`config.mk`:
```
export PLATFORM = sky130hd
export DESIGN_NAME = clock_time_core
export DESIGN_NICKNAME = d
export VERILOG_FILES = /design/src/rtl/clock_pkg.sv /design/src/rtl/btn_debounce.sv /design/src/rtl/clock_time_core.sv
export SDC_FILE = /design/constraint.sdc
export NUM_CORES = 1
export LEC_CHECK = 0
export ABC_AREA = 1
export BUFFER_PORTS_ARGS = -buffer_cell sky130_fd_sc_hd__buf_2
export CORE_MARGIN = 3
export CORE_UTILIZATION = 35
export DETAILED_ROUTE_END_ITERATION = 10
export REMOVE_ABC_BUFFERS = 1
export SYNTH_ARGS = -nofsm -noshare
export SYNTH_HDL_FRONTEND = slang
export SYNTH_HIERARCHICAL = 1
export SYNTH_SLANG_ARGS = --single-unit
export TNS_END_PERCENT = 5
```
`constraint.sdc`:
```
create_clock -name clk -period 1.9 [get_ports clk]
set_input_delay 0.38 -clock clk [delete_from_list [all_inputs] [get_ports clk]]
set_output_delay 0.38 -clock clk [all_outputs]
set_load 0.1 [all_outputs]
```
`src/rtl/clock_pkg.sv`:
```
// rtl/clock_pkg.sv - shared mode encodings, BCD limits and increment helpers for the clock core
package clock_pkg;

   typedef enum logic [1:0] {
      MODE_RUN     = 2'd0,
      MODE_SET_HR  = 2'd1,
      MODE_SET_MIN = 2'd2
   } mode_t;

   localparam logic [3:0] BCD_MAX            = 4'd9;
   localparam logic [3:0] TENS_MAX           = 4'd5;
   localparam logic [3:0] HR_TENS_MAX        = 4'd2;
   localparam logic [3:0] HR_ONES_MAX_AT_TOP = 4'd3;

   typedef struct packed {
      logic [3:0] tens;
      logic [3:0] ones;
   } bcd2_t;

   // Returns {carry, next} for a 00..59 field; out-of-range digits fold back to 0.
   function automatic logic [8:0] bcd60_inc(input bcd2_t v);
      bcd2_t r;
      logic  c;
      r = v;
      c = 1'b0;
      if (v.ones >= BCD_MAX) begin
         r.ones = 4'd0;
         if (v.tens >= TENS_MAX) begin
            r.tens = 4'd0;
            c      = 1'b1;
         end else begin
            r.tens = v.tens + 4'd1;
         end
      end else begin
         r.ones = v.ones + 4'd1;
      end
      return {c, r};
   endfunction

   function automatic bcd2_t hr_inc(input bcd2_t v);
      bcd2_t r;
      r = v;
      if ((v.tens >= HR_TENS_MAX) && (v.ones >= HR_ONES_MAX_AT_TOP)) begin
         r = '0;
      end else if (v.ones >= BCD_MAX) begin
         r.ones = 4'd0;
         r.tens = v.tens + 4'd1;
      end else begin
         r.ones = v.ones + 4'd1;
      end
      return r;
   endfunction

endpackage

```
`src/rtl/btn_debounce.sv`:
```
// rtl/btn_debounce.sv - two-flop synchronizer, stability counter and press pulse for one button
module btn_debounce #(
   parameter int DEB_CYCLES = 1000000
) (
   input  logic clk,
   input  logic rst,
   input  logic btn,
   output logic press
);

   localparam int CW = (DEB_CYCLES > 1) ? $clog2(DEB_CYCLES) : 1;
   localparam logic [CW-1:0] CNT_LAST = CW'(DEB_CYCLES - 1);

   logic [1:0]    sync_q;
   logic          level_q;
   logic [CW-1:0] cnt_q;
   logic          differ;

   assign differ = sync_q[1] ^ level_q;

   // Level only moves after DEB_CYCLES consecutive cycles away from it; any return restarts the count.
   always_ff @(posedge clk or negedge rst) begin
      if (!rst) begin
         sync_q  <= 2'b00;
         level_q <= 1'b0;
         cnt_q   <= '0;
         press   <= 1'b0;
      end else begin
         sync_q <= {sync_q[0], btn};
         press  <= 1'b0;
         if (!differ) begin
            cnt_q <= '0;
         end else if (cnt_q == CNT_LAST) begin
            cnt_q   <= '0;
            level_q <= sync_q[1];
            press   <= sync_q[1];
         end else begin
            cnt_q <= cnt_q + 1'b1;
         end
      end
   end

endmodule

```
`src/rtl/clock_time_core.sv`:
```
// rtl/clock_time_core.sv - HH:MM:SS BCD timekeeper with 1 Hz prescaler and MODE/INC set FSM
module clock_time_core
   import clock_pkg::*;
#(
   parameter int TICK_DIV   = 50000000,
   parameter int DEB_CYCLES = 1000000
) (
   input  logic       clk,
   input  logic       rst,
   input  logic       btn_mode,
   input  logic       btn_inc,
   output logic [3:0] digit1,
   output logic [3:0] digit2,
   output logic [3:0] digit3,
   output logic [3:0] digit4,
   output logic [3:0] digit5,
   output logic [3:0] digit6,
   output logic [5:0] blank,
   output logic [1:0] mode,
   output logic       sec_tick
);

   localparam int PW = (TICK_DIV > 1) ? $clog2(TICK_DIV) : 1;
   localparam logic [PW-1:0] PRE_LAST = PW'(TICK_DIV - 1);
   localparam logic [PW-1:0] PRE_HALF = PW'(TICK_DIV / 2);

   logic [PW-1:0] pre_q, pre_d;
   mode_t         state_q, state_d;
   bcd2_t         sec_q, min_q, hr_q;
   bcd2_t         sec_d, min_d, hr_d;
   logic [5:0]    blank_d;
   logic [8:0]    sec_n, min_n;
   logic          mode_press, inc_press;

   btn_debounce #(.DEB_CYCLES(DEB_CYCLES)) u_deb_mode (
      .clk   (clk),
      .rst   (rst),
      .btn   (btn_mode),
      .press (mode_press)
   );

   btn_debounce #(.DEB_CYCLES(DEB_CYCLES)) u_deb_inc (
      .clk   (clk),
      .rst   (rst),
      .btn   (btn_inc),
      .press (inc_press)
   );

   assign sec_tick = (pre_q == PRE_LAST);
   assign sec_n    = bcd60_inc(sec_q);
   assign min_n    = bcd60_inc(min_q);

   always_comb begin
      state_d = state_q;
      sec_d   = sec_q;
      min_d   = min_q;
      hr_d    = hr_q;
      pre_d   = sec_tick ? '0 : pre_q + 1'b1;
      blank_d = 6'b000000;

      case (state_q)
         MODE_RUN: begin
            if (sec_tick) begin
               sec_d = bcd2_t'(sec_n[7:0]);
               if (sec_n[8]) begin
                  min_d = bcd2_t'(min_n[7:0]);
                  if (min_n[8]) begin
                     hr_d = hr_inc(hr_q);
                  end
               end
            end
            if (mode_press) begin
               state_d = MODE_SET_HR;
            end
         end
         MODE_SET_HR: begin
            if (mode_press) begin
               state_d = MODE_SET_MIN;
            end else if (inc_press) begin
               hr_d = hr_inc(hr_q);
            end
         end
         MODE_SET_MIN: begin
            if (mode_press) begin
               // Restart the second so the first tick after leaving set is a full period away.
               state_d = MODE_RUN;
               sec_d   = '0;
               pre_d   = '0;
            end else if (inc_press) begin
               min_d = bcd2_t'(min_n[7:0]);
            end
         end
         default: begin
            state_d = MODE_RUN;
         end
      endcase

      // Blank is registered from next-state values so it lines up with the prescaler it follows.
      case (state_d)
         MODE_SET_HR:  blank_d = (pre_d >= PRE_HALF) ? 6'b110000 : 6'b000000;
         MODE_SET_MIN: blank_d = (pre_d >= PRE_HALF) ? 6'b001100 : 6'b000000;
         default:      blank_d = 6'b000000;
      endcase
   end

   always_ff @(posedge clk or negedge rst) begin
      if (!rst) begin
         pre_q   <= '0;
         state_q <= MODE_RUN;
         sec_q   <= '0;
         min_q   <= '0;
         hr_q    <= '0;
         blank   <= 6'b000000;
      end else begin
         pre_q   <= pre_d;
         state_q <= state_d;
         sec_q   <= sec_d;
         min_q   <= min_d;
         hr_q    <= hr_d;
         blank   <= blank_d;
      end
   end

   assign digit1 = sec_q.ones;
   assign digit2 = sec_q.tens;
   assign digit3 = min_q.ones;
   assign digit4 = min_q.tens;
   assign digit5 = hr_q.ones;
   assign digit6 = hr_q.tens;
   assign mode   = state_q;

endmodule

```
==> reports/metrics.yaml <==
finish:
  fill_cells: 1650
  layout.nets: 942
  drive_gt1_share_pct: 27.4
  final_cells: 1141
  syn2layout_area_growth_pct: 24.9
  final_area_um2: 7670
  final_util_pct: 45.4
  seqCellArea_um2: 2550
  antennaDiodeCount: 0
  multi_input_area_um2: 3220
synthesis:
  syn_area_um2: 6140
  ys_types: 38
  synthFlopType: "dfrtp_1"
  synth-xor-area-share_pct: 4.24
  synth_edf_count: 0
  synthSimpleGateAreaFrac_pct: 35.8
  ys_ff_latch: 102
  ys_seq_area_share_pct: 41.6
  async_flop_share_pct: 100
  synth.area.top_cells: "dfrtp_1 (42%), nand2_1 (9.1%), nor2_1 (8.1%)"
  yosysTopAreaCell: "dfrtp_1"
  syn_inst: 795
  synth_compound_area_share_pct: 5.87
  yosysTopAreaCellShare_pct: 41.6
  synth_fa_ha_area_share_pct: 4.48
  syn_area_per_cell_um2: 7.72
  yosys_warnings: 6
  synthMuxAreaShare_pct: 0
  synth_top_family_by_area: "simple AND/OR/NAND/NOR gates"
run_status:
  outcome: "finished, violations left"
  violations: "setup timing"
sta:
  period_share_pct: 108
  timing.clock.skew_ns: 0.00860
  setup_violations: 9
  post-route-min-period_ns: 2.04
  drv_slew: 0
  finalHoldViolations: 0
  max_freq_mhz: 490
  grt_setup_unrepaired: "yes"
  setup_ws_ns: -0.143
clock_tree:
  h-tree-depth: 3
  cts_buffers: 9
  clk_pin_slew_worst_paths_ns: 0.07
  cts_tree: "done"
  clk_path_buf_depth: 2
  clkLatencyLatePin_ns: 0.35
  clockRootBuffer: "clkbuf_16"
  clock-sinks: 102
drt:
  vias: 5271
  drtAntennaViolNets: 0
  firstDrtPassIters: 4
  drt_wl_total_um: 13800
  first_iter_violations: 291
  avgRoutedWirePerCell_um: 12.1
  viasPerCell: 4.62
  post-route-drc-count: 0
die:
  ios: 37
  dieHeight_um: 138
  start_util_pct: 36.4
  dieArea_um2: 19200
  coreArea_um2: 16900
  row_count: 47
  die_w_um: 138
power_and_ir_drop:
  peakVddDrop_v: 0.000483
  intPower_uw: 3380
  p_per_area_nw_per_um2: 566
  p_total_uw: 4340
  seqPwrFrac_pct: 50.6
  clkPwrFrac_pct: 46.7
  switchingPower_uw: 954
  combPwrFrac_pct: 2.7
  swShare_pct: 22.0
  p_leak_uw: 0.00377
critical_path:
  worstPathMaxFanout: 2
  cp.arrival_ns: 1.66
  crit_required_ns: 1.52
  endpoint_kind: "primary output"
  setup.worst_path.start_class: "flip-flop"
  setup.worst_path.class: "flip-flop to primary output"
hold_path:
  hp-class: "primary input to flip-flop"
place:
  dp_hpwl_um: 10600
  gp_congestion: 0.898
  io_buffer_count: 34
  dp.cells: 1104
  place_area_um2: 7030
global_routing:
  grt_max_degree: 40
  grt_pass1_wl_um: 24500
  grt_usage_pct: 15.0
  antenna_found_initial: 0
  grt.overflow.total: 0
  grt_pass1_vias: 5300
flow_run:
  maxCapViolations: 0
[what timing repair did]
action / CTS / global route
setup endpoints to repair: 9 / 21
pin swaps: 7 / 19
resized for setup: 19 / 28
endpoints found under the hold margin: 12 / 0
gates cloned: 0 / 0
hold buffers: 1 / 0
buffers inserted: 15 / 6
[metrics by stage]
step	TNS [ns]	hold slack [ns]	worst slack, ns
4_1_cts	-0.350	0.105	-0.138
5_1_grt	-2.87	0.115	-0.245
3_5_place_dp	-0.244	0.270	-0.0877
2_1_floorplan	-11.66	0.0844	-0.606
3_3_place_gp	-0.138	0.268	-0.0511
6_report	-0.428	0.130	-0.143
[flip-flops by register name (all words and copies together) (netlist names), 2 cells and up]
signal and flops:
blank 2, digit1 4, digit2 4, digit3 4, digit4 4, digit5 4
digit6 4, mode 2, pre_q 26, u_deb_inc/cnt_q 20, u_deb_inc/sync_q 2, u_deb_mode/cnt_q 20
u_deb_mode/sync_q 2
[critical path, cell delays in order, from the launching register on]
cell and delay [ns]:
dfrtp_1 0.36, ha_2 0.19, inv_2 0.04, nor2_4 0.12, nand2_2 0.09, nor2_4 0.11
nand2_4 0.06, buf_6 0.12, inv_4 0.05, buf_12 0.16
[cells by family (layout without fill, tap and decap cells)]
| family | count (synthesis) | in the layout |
|---|---|---|
| buf+inv | 124 | 249 |
| compound gates | 64 | 64 |
| xor+xnor | 28 | 28 |
| flops | 102 | 102 |
| simple gates | 454 | 454 |
| fa+ha+maj | 22 | 22 |
| other cells | 1 | 2 |
[cells in the mapped netlist, types with 2 or more instances]
| master | number |
|---|---|
| o21ai_0 | 26 |
| nand3b_1 | 2 |
| o211ai_1 | 3 |
| buf_4 | 5 |
| nor2_2 | 24 |
| nand3_1 | 55 |
| nor3b_2 | 4 |
| nor2_4 | 13 |
| a21oi_1 | 18 |
| xor2_1 | 22 |
| xnor2_1 | 4 |
| nand3_2 | 4 |
| o21ai_1 | 9 |
| inv_2 | 7 |
| or2_2 | 3 |
| nand2_4 | 4 |
| nor2_1 | 132 |
| nor3_1 | 17 |
| nand2_2 | 25 |
| nor3_2 | 2 |
| nand2_1 | 149 |
| inv_1 | 111 |
| ha_1 | 22 |
| dfrtp_1 | 102 |
| a31oi_1 | 2 |
| nand4_1 | 17 |
| xor2_2 | 2 |
[worst paths after layout]
check / from / cells past startpoint / slack [ns] / endpoint
worst max-delay path: pre_q[0]$_DFF_PN0_ / 9 / -0.14 / sec_tick
worst min-delay path: btn_mode / 1 / 0.13 / u_deb_mode/sync_q[0]$_DFF_PN0_
worst max register to register: pre_q[0]$_DFF_PN0_ / 16 / -0.08 / blank[3]$_DFF_PN0_
worst min register to register: u_deb_inc/sync_q[0]$_DFF_PN0_ / 0 / 0.35 / u_deb_inc/sync_q[1]$_DFF_PN0_
max in group asynchronous: rst / 3 / 0.85 / mode[0]$_DFF_PN0_
min in group asynchronous: rst / 2 / 0.44 / pre_q[21]$_DFF_PN0_
[final cells by class]
| cell class | instances | share of cell area (%) |
|---|---|---|
| Multi-Input combinational cell | 570 | 42.0 |
| Inverter | 118 | 5.81 |
| Sequential cell | 102 | 33.3 |
| Timing Repair Buffer | 115 | 11.0 |
| Clock buffer | 9 | 2.94 |
| Tap cell | 220 | 3.59 |
| Clock inverter | 7 | 1.35 |
[cell usage in the layout, fill, tap and decap left out, types with 18 or more instances in the layout]
master / instances
nand3_1: 52
buf_4: 74
o21ai_0: 23
inv_1: 106
xor2_1: 22
ha_1: 21
nand2_2: 29
dfrtp_1: 100
a21oi_1: 18
buf_2: 32
nand2_1: 143
nor2_2: 31
nor2_1: 122
[power by group through the flow]
stage / registers (uW) / logic (uW) / clock network (uW)
after global placement: 2240 / 122 / 0
after detailed placement: 2240 / 124 / 0
after global routing: 2200 / 140 / 2190
after floorplan: 2230 / 53.1 / 0
after CTS: 2190 / 125 / 2120
final: 2190 / 119 / 2020
[layer usage]
| layer | track usage [%] | up-vias | wire length, um |
|---|---|---|---|
| met3 | 2.94 | 14 | 423 |
| li1 | - | 2738 | - |
| met2 | 25.7 | 82 | 6630 |
| met5 | 0 | - | 0 |
| met1 | 19.5 | 2437 | 6580 |
| met4 | 4.06 | 0 | 170 |
(Power assumes the default switching activity.)
